`src/rtl/main_mem_arbiter.sv`:
```
// Round-robin arbiter that shares one main memory between the instruction and data caches.
// Each cache keeps its READ/WRITE/BUSY_WAIT handshake; one block transaction is in flight at a time.
//   state | meaning
//   IDLE  | waiting for a cache request; grant and latch on the edge
//   ISSUE | strobe held one cycle before memory busy is trusted
//   WAIT  | waiting for memory busy to drop
//   DONE  | owner's busy released for one cycle
module main_mem_arbiter #(
  parameter int ADDR_WIDTH = 28,
  parameter int LINE_WIDTH = 128
) (
  input  logic                  CLK,
  input  logic                  RESET,
  input  logic                  D_READ,
  input  logic                  D_WRITE,
  input  logic [ADDR_WIDTH-1:0] D_ADDRESS,
  input  logic [LINE_WIDTH-1:0] D_WRITE_DATA,
  output logic [LINE_WIDTH-1:0] D_READ_DATA,
  output logic                  D_BUSY_WAIT,
  input  logic                  I_READ,
  input  logic [ADDR_WIDTH-1:0] I_ADDRESS,
  output logic [LINE_WIDTH-1:0] I_READ_DATA,
  output logic                  I_BUSY_WAIT,
  output logic                  M_READ,
  output logic                  M_WRITE,
  output logic [ADDR_WIDTH-1:0] M_ADDRESS,
  output logic [LINE_WIDTH-1:0] M_WRITE_DATA,
  input  logic [LINE_WIDTH-1:0] M_READ_DATA,
  input  logic                  M_BUSY_WAIT
);

  typedef enum logic [1:0] {IDLE, ISSUE, WAIT, DONE} state_t;

  localparam logic OWN_D = 1'b0;
  localparam logic OWN_I = 1'b1;

  state_t state, next_state;
  logic   owner;
  logic   last_grant;
  logic   d_req;
  logic   i_req;
  logic   grant_i;

  always_ff @(posedge CLK or negedge RESET) begin
    if (!RESET) state <= IDLE;
    else        state <= next_state;
  end

  always_comb begin
    next_state = state;
    d_req      = D_READ | D_WRITE;
    i_req      = I_READ;
    // the instruction cache wins a tie only when the data cache was served last
    grant_i    = i_req & (~d_req | (last_grant == OWN_D));
    case (state)
      IDLE:    if (d_req | i_req) next_state = ISSUE;
      ISSUE:   next_state = WAIT;
      WAIT:    if (!M_BUSY_WAIT) next_state = DONE;
      DONE:    next_state = IDLE;
      default: next_state = IDLE;
    endcase
  end

  always_ff @(posedge CLK or negedge RESET) begin
    if (!RESET) begin
      owner        <= OWN_D;
      last_grant   <= OWN_I;
      M_READ       <= 1'b0;
      M_WRITE      <= 1'b0;
      M_ADDRESS    <= '0;
      M_WRITE_DATA <= '0;
      D_READ_DATA  <= '0;
      I_READ_DATA  <= '0;
    end else begin
      case (state)
        IDLE: begin
          if (grant_i) begin
            owner     <= OWN_I;
            M_READ    <= 1'b1;
            M_WRITE   <= 1'b0;
            M_ADDRESS <= I_ADDRESS;
          end else if (d_req) begin
            // write-back takes priority; a concurrent read is picked up as a later request
            owner        <= OWN_D;
            M_READ       <= ~D_WRITE;
            M_WRITE      <= D_WRITE;
            M_ADDRESS    <= D_ADDRESS;
            M_WRITE_DATA <= D_WRITE_DATA;
          end
        end
        WAIT: begin
          if (!M_BUSY_WAIT) begin
            if (M_READ) begin
              if (owner == OWN_I) I_READ_DATA <= M_READ_DATA;
              else                D_READ_DATA <= M_READ_DATA;
            end
            M_READ  <= 1'b0;
            M_WRITE <= 1'b0;
          end
        end
        DONE:    last_grant <= owner;
        default: ;
      endcase
    end
  end

  assign D_BUSY_WAIT = (D_READ | D_WRITE) & ~((state == DONE) & (owner == OWN_D));
  assign I_BUSY_WAIT = I_READ & ~((state == DONE) & (owner == OWN_I));

endmodule

```
`config.mk`:
```
export PLATFORM = sky130hd
export DESIGN_NAME = main_mem_arbiter
export DESIGN_NICKNAME = d
export VERILOG_FILES = /design/src/rtl/main_mem_arbiter.sv
export SDC_FILE = /design/constraint.sdc
export NUM_CORES = 1
export LEC_CHECK = 0
export ABC_AREA = 1
export CORE_AREA = 2 2 289 291
export CTS_BUF_LIST = sky130_fd_sc_hd__clkbuf_8
export CTS_CLUSTER_SIZE = 24
export DETAILED_ROUTE_END_ITERATION = 10
export DIE_AREA = 0 0 291 293
export PLACE_DENSITY = 0.52
export SLEW_MARGIN = 15
export SYNTH_ARGS = -nofsm -noshare
export SYNTH_HDL_FRONTEND = slang
export SYNTH_SLANG_ARGS = --single-unit
export TNS_END_PERCENT = 50
```
`constraint.sdc`:
```
create_clock -name CLK -period 2.05 [get_ports CLK]
set_input_delay 0.205 -clock CLK [delete_from_list [all_inputs] [get_ports CLK]]
set_output_delay 0.205 -clock CLK [all_outputs]
set_load 0.005 [all_outputs]
```
# Word level (Yosys, flattened, before mapping)
# Cells that the tools add are included.
dict set report classes {
  n_reduce_logical 9
  n_mux 14
  eq_ne 6
  n_bitwise 16
}
# op count
set ops {}
lappend ops {{$mux 28} 2}
lappend ops {{$not 1->1} 8}
lappend ops {{$pmux 2 s4} 1}
lappend ops {{$reduce_and 4->1} 2}
lappend ops {{$mux 1} 7}
lappend ops {{$reduce_and 3->1} 2}
lappend ops {{$and 1x1->1} 5}
lappend ops {{$eq 2x2->1 const B} 2}
lappend ops {{$mux 2} 2}
lappend ops {{$ne 2x2->1 const B} 2}
lappend ops {{$pmux 1 s2} 2}
lappend ops {{$reduce_and 2->1} 2}
lappend ops {{$reduce_bool 2->1} 2}
lappend ops {{$ne 3x3->1 const B} 1}
lappend ops {{$or 1x1->1} 3}
lappend ops {{$eq 2x1->1 const B} 1}
lappend ops {{$logic_not 2->1} 1}
dict set report totals {
  register_bits 418
  out_inout_bits 416
}

# Longest topological paths before layout
dict set report logic_depth {
  ltp_word 6
  depth_mapped 9
  depth_no_buf 8
}

# Worst setup path before layout
# Ideal clock, no wire load.
dict set report synth_path {
  path_type {reg2reg}
  from {reg state[0]}
  to {reg I_READ_DATA[100]}
  setup_time_ps 130
  path_slack_ps 546
  required_ps 1920
  arrival_ps 1374
  stages_incl_launch_ff 7
  n_path_buf 2
  synth_period_minus_slack_ps 1504
  cell_sequence {dfrtp_1 > inv_1 > ha_1 > nand3_1 > clkbuf_1 > clkbuf_1 > o21ai_0}
}
dict set report synth_via {
  elab_chain_len 2
}
# item line
set synth_lines {}
lappend synth_lines {{start, declared} 37} ;# state_t state, next_state;
lappend synth_lines {{start signal, assigned} 46} ;# else state <= next_state;
lappend synth_lines {{$eq 2x2->1} 75} ;# case (state)
lappend synth_lines {{$reduce_and 4->1 (no source line)} -}
lappend synth_lines {{end signal, assigned} 73} ;# I_READ_DATA <= '0;
lappend synth_lines {{end signal, assigned} 94} ;# if (owner == OWN_I) I_READ_DATA <= M_READ_DATA;
lappend synth_lines {{end, declared} 22} ;# output logic [LINE_WIDTH-1:0] I_READ_DATA,
# No other way between the ends.
# A chain may end at the register's enable or synchronous reset.

# Worst setup path after layout
dict set report layout_path {
  from {reg M_WRITE_DATA[127]}
  to {out M_WRITE_DATA[127]}
}
# item line
set layout_rtl {}
lappend layout_rtl {{start, declared} 27} ;# output logic [LINE_WIDTH-1:0] M_WRITE_DATA,
lappend layout_rtl {{start signal, assigned} 71} ;# M_WRITE_DATA <= '0;
lappend layout_rtl {{start signal, assigned} 88} ;# M_WRITE_DATA <= D_WRITE_DATA;
# No word-level cell between the ends.

==> flow_summary.yaml <==
pwr:
  total_power_mw: 37.2
  pwr_density_cell_nw_per_um2: 1390
  p_leak_nw: 12.8
  irDropWorstVdd_mv: 0.537
floorplanning:
  dieArea_um2: 85300
  die_x_um: 291
  die_y_um: 293
  initial_core_util_pct: 19.8
  core-area_um2: 81800
  io_pins: 734
  num_rows: 105
routing:
  vias: 14000
  drt_iter0_markers: 725
  first_pass_iters: 5
  routed_wl_mm: 60.7
  ant_nets: 0
  drc_errors: 0
  post_drt_wl_per_cell_um: 16.5
  vias_per_cell: 3.81
synthesis:
  synth-compound-area-share_pct: 12.1
  synth_top_area_share_pct: 64.4
  postSynthRegisterBits: 418
  synth_area_leaders: "dfrtp_1, nand2_1, o21ai_0"
  synth_top_area_cell: "dfrtp_1"
  muxShareOfSynthArea_pct: 0
  synth_simple_gate_area_share_pct: 13.7
  seq_area_frac_synth_pct: 64.6
  async_flop_share_pct: 100
  yosys-top-cells-count: "nand2_1, dfrtp_1, inv_1, o21ai_0, o21ai_1"
  synth_edf_count: 0
  avgSynthCellArea_um2: 9.23
  synthAdderAreaFrac_pct: 0.309
  ys_types: 19
  netlist_area_um2: 16200
  synth_top_family_by_area: "simple AND/OR/NAND/NOR gates"
  synth_nets: 2078
  synthXorXnorAreaFrac_pct: 0
  synth_warnings: 0
  yosysMostFrequentCell: "nand2_1"
  synthFlopType: "dfrtp_1"
  netlist_instances: 1756
timing:
  tightestPinTransition_ns: 0.536
  setup_tns_ns: 0
  hold_viol_final: 0
  finalClockSkew_ns: 0.0379
  fin_crit_sh_pct: 89.9
  slew_violations: 0
  clock.fmax_mhz: 543
  finalCriticalPeriod_ns: 1.84
  slew_headroom_pct: 64.3
  rsz0062_at_grt: "no"
  fin_ws_ns: 0.208
  setup_violations: 0
setup_path:
  path_class: "reg2out"
  worstPathArrival_ns: 1.64
  path_delay_family: "buffers and inverters"
  rrSetupSlack_ns: 0.33
  critPathSlowestCell: "clkdlybuf4s50_1"
  worst_r2r_endpoint: "D_READ_DATA[79]$_DFFE_PN0P_"
  required_ns: 1.85
  max_stage_delay_ns: 0.63
  crit_fanout: 2
  r2r-start: "state[0]$_DFFE_PN0P_"
  startpoint_type: "flip-flop"
  crit_buf_inv: 1
  reg2reg_depth: 7
  crit_chain: "clkdlybuf4s50_1"
  cp-end-kind: "output pin"
placed_design:
  place.gp.congestion: 0.835
  pre_cts_slack_ns: 0.163
  place.detailed.hpwl_mm: 45.4
  port_buffers: 733
  dp_cells: 3508
  post_dp_cell_area_um2: 25000
global_route:
  grt_max_degree: 99
  grtUsageTotal_pct: 13.9
  grt_pass1_wl_mm: 90.4
  antenna_found_initial: 7
  grt_pass1_vias: 14200
  grt-ovfl-total: 0
layout:
  nets: 2861
  stdcell_count: 3670
  syn_to_final_growth_pct: 64.8
  multi_input_area_um2: 4270
  register_area_um2: 10500
  layout-drive-gt1-share_pct: 6.51
  final_area_um2: 26700
  fillers: 8493
cts:
  cts.reportedPaths.clkPinSlew_ns: 0.06
  cts_root_buf: "clkbuf_8"
  clock_sinks: 418
  cts_tree: "built"
  h-tree-depth: 3
  post_cts_buffers: 0
  cts_made_buffers: 80
  clk_path_buf_depth: 3
  insertion_delay_ns: 0.67
job:
  cap_viol_max_count: 0
worst_hold_path:
  worstHoldPathType: "in2async"
outcome:
  status: "finished, final reports clean"
-- layout make-up --
| cell class | count | share of cell area, % |
|---|---|---|
| Multi-Input combinational cell | 973 | 16.0 |
| Tap cell | 1070 | 5.01 |
| Clock buffer | 92 | 4.74 |
| Clock inverter | 47 | 1.01 |
| Sequential cell | 418 | 39.2 |
| Timing Repair Buffer | 800 | 30.3 |
| Antenna cell | 4 | 0.0375 |
| Inverter | 266 | 3.74 |
-- registers in the layout, summed over array words and instances (netlist names) --
signal	flops
D_READ_DATA	128
I_READ_DATA	128
M_ADDRESS	28
M_READ	1
M_WRITE	1
M_WRITE_DATA	128
last_grant	1
owner	1
state	2
-- power breakdown --
group	internal, mW	switching [mW]	leakage (nW)	total, mW
Sequential	12.0	2.07	5.31	14.1
Clock	4.24	3.79	0.896	8.03
Combinational	8.76	6.28	6.62	15.0
Total	25.0	12.1	12.8	37.2
-- per-layer routing --
metal / GRT usage [%] / up-vias / part of all wire (%)
li1: - / 7015 / -
met1: 16.4 / 6458 / 41
met2: 23.7 / 407 / 50
met3: 4.66 / 113 / 7.1
met4: 4.87 / 6 / 2.7
met5: 0 / - / 0.064
-- stage by stage --
stage          utilization, %  hold WS (ns)
2_1_floorplan               -       -0.0906
3_3_place_gp             30.5         0.204
3_5_place_dp             30.5         0.208
4_1_cts                  32.6      0.000366
5_1_grt                  32.6        0.0176
6_report                 32.6        0.0881
-- cell usage in the layout (no fill, tap or decap) --
cell type	count
buf_12	17
clkinvlp_4	3
nand3_1	31
inv_2	1
nand2_2	2
diode_2	4
clkdlybuf4s50_1	730
clkbuf_2	2
nand3b_1	1
a21oi_1	4
a21oi_2	1
o21ai_1	122
o21ai_0	265
dfstp_2	1
clkinv_8	2
nand3_4	3
dfrtp_1	417
dlygate4sd3_1	19
buf_8	1
inv_1	294
inv_8	2
bufinv_16	1
clkbuf_8	92
inv_6	1
buf_4	31
nor2_1	7
nand2_1	533
ha_1	4
clkinv_2	9
-- how the worst max path moves through the flow --
| stage | startpoint | endpoint | slack, ns | depth (start not counted) |
|---|---|---|---|---|
| after floorplan | state[0]$_DFFE_PN0P_ | I_READ_DATA[100]$_DFFE_PN0P_ | 0.55 | 6 |
| after global placement | D_WRITE | M_WRITE_DATA[65]$_DFFE_PN0P_ | 0.17 | 10 |
| after detailed placement | D_WRITE | M_WRITE_DATA[73]$_DFFE_PN0P_ | 0.16 | 10 |
| after CTS | state[1]$_DFFE_PN0P_ | D_BUSY_WAIT | 0.0002 | 3 |
| after global routing | I_READ_DATA[42]$_DFFE_PN0P_ | I_READ_DATA[42] | 0.01 | 1 |
| final | M_WRITE_DATA[127]$_DFFE_PN0P_ | M_WRITE_DATA[127] | 0.21 | 1 |
-- timing repair --
action                                 4_1_cts  5_1_grt
hold buffers                                19        0
endpoints found under the hold margin      390        0
resized for setup                            2        4
cloned                                       0        0
setup endpoints to repair                    2        2
-- cells by family after synthesis --
group	after synthesis
buffers and inverters	365
adder cells (fa/ha/maj)	4
AO/OA/AOI/OAI	392
AND/OR/NAND/NOR	577
flip-flops	418
(Power assumes the default switching activity.)
